$ cat src/rtl/shift_add_multiplier.sv
// Sequential shift-and-add unsigned multiplier: one multiplier bit per clock, 2*SIZE-bit product.
// Optional early termination when the remaining multiplier bits are zero: SHIFT_ADD_MULT_EARLY_EXIT_EN.
module shift_add_multiplier #(
    parameter int SIZE = 32
) (
    input  logic              clk,
    input  logic              reset,
    input  logic              start,
    input  logic [SIZE-1:0]   multiplicand,
    input  logic [SIZE-1:0]   multiplier,
    output logic [2*SIZE-1:0] product,
    output logic              busy,
    output logic              done,
    output logic [1:0]        dbg_state_o
);

    localparam int CW = $clog2(SIZE) + 1;

    typedef enum logic [1:0] {
        S_IDLE = 2'd0,
        S_CALC = 2'd1,
        S_DONE = 2'd2
    } state_t;

    state_t            state_q, state_d;
    logic [2*SIZE-1:0] acc_q, acc_d;
    logic [2*SIZE-1:0] mcand_q, mcand_d;
    logic [SIZE-1:0]   mplr_q, mplr_d;
    logic [CW-1:0]     cnt_q, cnt_d;
    logic [2*SIZE-1:0] product_q, product_d;
    logic [2*SIZE-1:0] sum;

    always_ff @(posedge clk or posedge reset) begin
        if (reset) begin
            state_q   <= S_IDLE;
            acc_q     <= '0;
            mcand_q   <= '0;
            mplr_q    <= '0;
            cnt_q     <= '0;
            product_q <= '0;
        end else begin
            state_q   <= state_d;
            acc_q     <= acc_d;
            mcand_q   <= mcand_d;
            mplr_q    <= mplr_d;
            cnt_q     <= cnt_d;
            product_q <= product_d;
        end
    end

    // The shifted multiplicand never exceeds 2*SIZE bits, so the sum cannot overflow.
    assign sum = acc_q + (mplr_q[0] ? mcand_q : '0);

    always_comb begin
        state_d   = state_q;
        acc_d     = acc_q;
        mcand_d   = mcand_q;
        mplr_d    = mplr_q;
        cnt_d     = cnt_q;
        product_d = product_q;
        case (state_q)
            S_IDLE: begin
                if (start) begin
                    acc_d   = '0;
                    mcand_d = {{SIZE{1'b0}}, multiplicand};
                    mplr_d  = multiplier;
                    cnt_d   = CW'(SIZE);
                    state_d = S_CALC;
                end
            end
            S_CALC: begin
`ifdef SHIFT_ADD_MULT_EARLY_EXIT_EN
                if (mplr_q == '0) begin
                    product_d = acc_q;
                    state_d   = S_DONE;
                end else begin
                    acc_d   = sum;
                    mcand_d = mcand_q << 1;
                    mplr_d  = mplr_q >> 1;
                    cnt_d   = cnt_q - CW'(1);
                    if (cnt_q == CW'(1)) begin
                        product_d = sum;
                        state_d   = S_DONE;
                    end
                end
`else
                acc_d   = sum;
                mcand_d = mcand_q << 1;
                mplr_d  = mplr_q >> 1;
                cnt_d   = cnt_q - CW'(1);
                if (cnt_q == CW'(1)) begin
                    product_d = sum;
                    state_d   = S_DONE;
                end
`endif
            end
            S_DONE: begin
                state_d = S_IDLE;
            end
            default: begin
                state_d = S_IDLE;
            end
        endcase
    end

    assign product     = product_q;
    assign busy        = (state_q != S_IDLE);
    assign done        = (state_q == S_DONE);
    assign dbg_state_o = state_q;

endmodule

$ cat config.mk
export PLATFORM = sky130hd
export DESIGN_NAME = shift_add_multiplier
export DESIGN_NICKNAME = d
export VERILOG_FILES = /design/src/rtl/shift_add_multiplier.sv
export SDC_FILE = /design/constraint.sdc
export NUM_CORES = 1
export LEC_CHECK = 0
export CELL_PAD_IN_SITES_DETAIL_PLACEMENT = 0
export CELL_PAD_IN_SITES_GLOBAL_PLACEMENT = 1
export CORE_ASPECT_RATIO = 0.9
export CORE_MARGIN = 2
export CORE_UTILIZATION = 29
export DETAILED_ROUTE_END_ITERATION = 10
export PLACE_DENSITY_LB_ADDON = 0.1
export RECOVER_POWER = 25
export SETUP_SLACK_MARGIN = 0.2
export SYNTH_ARGS = -nofsm -noshare
export SYNTH_HDL_FRONTEND = slang
export SYNTH_SLANG_ARGS = --single-unit
$ cat constraint.sdc
create_clock -name clk -period 9.84 [get_ports clk]
set_clock_uncertainty 0.05 [all_clocks]
set_input_delay 1.476 -clock clk [delete_from_list [all_inputs] [get_ports clk]]
set_output_delay 1.476 -clock clk [all_outputs]
set_load 0.05 [all_outputs]
==> qor.yml <==
hold_violations: 0
power_frac_comb_pct: 52.7
drt-vias-per-instance: 4.99
worstSetupEndpointType: "register"
tightest_slew_ns: 4.96
outcome: "complete, but fails checks"
holdPathStages: 2
antenna_found_initial: 0
num_rows: 73
stdcell_area_um2: 15800
nets: 1737
avgSynthCellArea_um2: 8.59
fin_total_pwr_mw: 5.95
finalCriticalPeriod_ns: 6.25
synth_cells: 1520
setup_violations: 0
die_y_um: 205
num_antenna_cells: 0
firstDrtPassIters: 5
drive_gt1_share_pct: 4.43
peakVddDrop_mv: 0.146
hp-class: "register to register"
clock-root-buffer: "clkbuf_16"
slew_headroom_pct: -233
ys_seq_area_share_pct: 44.5
place_area_um2: 14900
cts_resized: 0
place_congestion: 0.830
fmax_mhz: 160
io_pins: 135
timing.rr.end: "acc_q[31]"
p_switching_mw: 2.82
arrival_ns: 6.49
violations: "max-capacitance violations, max-slew violations"
overflow: 0
hpwl_um: 28700
cts.sinks: 232
port_buffers: 134
post_cts_buffers: 0
track_usage_pct: 18.0
cts_tree: "done"
p_seq_share_pct: 29.3
htreeDepth: 1
cts_max_path_buffers: 3
synth_edf_count: 0
clkTransAtPathRegs_ns: 0.06
start_util_pct: 29.5
vias: 11100
mostFrequentLayoutCells: "nand2_1 (367), dfrtp_1 (232), o21ai_0 (172), clkdlybuf4s50_1 (132), a21oi_1 (78)"
cp-start-kind: "input pin"
p_int_mw: 3.14
finalMaxSlewViolations: 431
drc_errors: 0
swShare_pct: 47.3
whs_endpoint: "product[41]"
syn-cell-area_um2: 13100
drtIter0Drc: 767
ys_warn_count: 0
pwr-share-clk_pct: 18.0
tns_ns: 0
p_per_area_nw_per_um2: 376
grt_pass1_vias: 11000
wl_um: 41200
core_area_um2: 44300
ant_nets: 0
ys_ff_latch: 232
p_leak_nw: 7.01
synth.net_count: 1653
final_common_cell: "nand2_1"
postCtsHoldBufs: 0
synthArstFlopShare_pct: 100
grt_first_pass_wirelength_um: 66200
r2r-start: "dbg_state_o[1]"
die-area_um2: 46700
r2r_slack_ns: 4.24
syn2layout_area_growth_pct: 21.3
numCtsBuffers: 29
reg2regPathDepth: 7
rsz0062_at_grt: "false"
wl_per_cell_um: 18.5
synthFlopType: "dfrtp_1"
crit_type: "input pin to register"
insertion_delay_ns: 0.58
max_cap_violations: 7
worstHoldStart: "product[41]"
grt_max_degree: 103
period_share_pct: 63.5
crit_fanout: 73
cp.required_ns: 10.08
die_x_um: 228
synth_cell_types: 64
sequential cells by signal (all words and copies together) (netlist names):
register and count:
mcand_q 64, mplr_q 32, product 64, cnt_q 6
dbg_state_o 2, acc_q 64
through the flow:
stage / utilization [%] / std cells / setup slack [ns] / hold WS [ns]
6_report: 35.7 / 2225 / 3.59 / 0.417
2_1_floorplan: - / 1520 / 1.95 / 0.396
5_1_grt: 35.7 / 2225 / 3.01 / 0.447
4_1_cts: 35.8 / 2225 / 5.34 / 0.427
3_3_place_gp: 33.7 / 2173 / 5.37 / 0.407
3_5_place_dp: 33.7 / 2173 / 5.35 / 0.413
synth_stat cells (7+ instances only):
library cell	n	area [um2]
a211oi_1	9	67.6
a21o_1	29	218
a21oi_1	78	390
a22o_1	15	131
a22oi_1	62	465
a31oi_1	8	50.1
and2_1	67	419
clkbuf_1	85	319
dfrtp_1	232	5810
ha_1	65	813
inv_1	26	97.6
nand2_1	367	1380
nand3_1	56	280
nand4_1	16	100
nor2_1	44	165
nor2b_1	11	68.8
nor3_1	11	55.1
o21ai_0	172	861
o21bai_1	15	113
o31ai_1	7	52.6
xnor2_1	40	350
xor2_1	21	184
critical path: stages:
cell	delay, ns
dlygate4sd3_1	0.55
and2_0	1.42
clkbuf_1	2.49
nor2_4	-0.13
buf_4	0.41
nand2_1	0.12
o21ai_0	0.07
cell families after synthesis:
group / count (synthesis) / share of synthesized area (%)
buf+inv: 119 / 3.46
fa+ha+maj: 66 / 6.38
flops: 232 / 44.5
xor+xnor: 61 / 4.09
compound gates: 438 / 20.9
simple gates: 602 / 20.5
mux: 2 / 0.172
how the worst max path moves through the flow:
stage / from / endpoint / slack (ns)
floorplan: reset / acc_q[0] / 1.95
global placement: mplr_q[0] / product[56] / 5.37
detailed placement: mplr_q[0] / product[52] / 5.35
CTS: mplr_q[0] / product[52] / 5.34
global route: start / acc_q[61] / 3.01
finish: start / acc_q[31] / 3.59
power groups by stage:
stage / registers, mW / clock network (mW) / logic (mW)
4_1_cts: 1.75 / 1.11 / 3.17
3_3_place_gp: 1.76 / 0 / 3.14
2_1_floorplan: 2.04 / 0 / 1.86
5_1_grt: 1.81 / 1.15 / 3.49
6_report: 1.74 / 1.07 / 3.14
3_5_place_dp: 1.76 / 0 / 3.17
final cells by class:
type	count	area, um2
Sequential cell	232	5810
Timing Repair Buffer	146	1420
Fill cell	4585	28500
Multi-Input combinational cell	1169	6810
Inverter	26	98.8
Clock inverter	10	111
Clock buffer	42	835
Tap cell	600	751
routing by layer:
| metal | global-route usage (%) | vias up | part of all wire (%) | wire [um] |
|---|---|---|---|---|
| li1 | - | 5470 | - | - |
| met1 | 27.5 | 5370 | 51 | 21100 |
| met2 | 26.8 | 214 | 43 | 17600 |
| met3 | 2.38 | 50 | 3.9 | 1590 |
| met4 | 4.18 | 0 | 2.3 | 930 |
| met5 | 0 | - | 0 | 0 |
(Power assumes the default switching activity.)
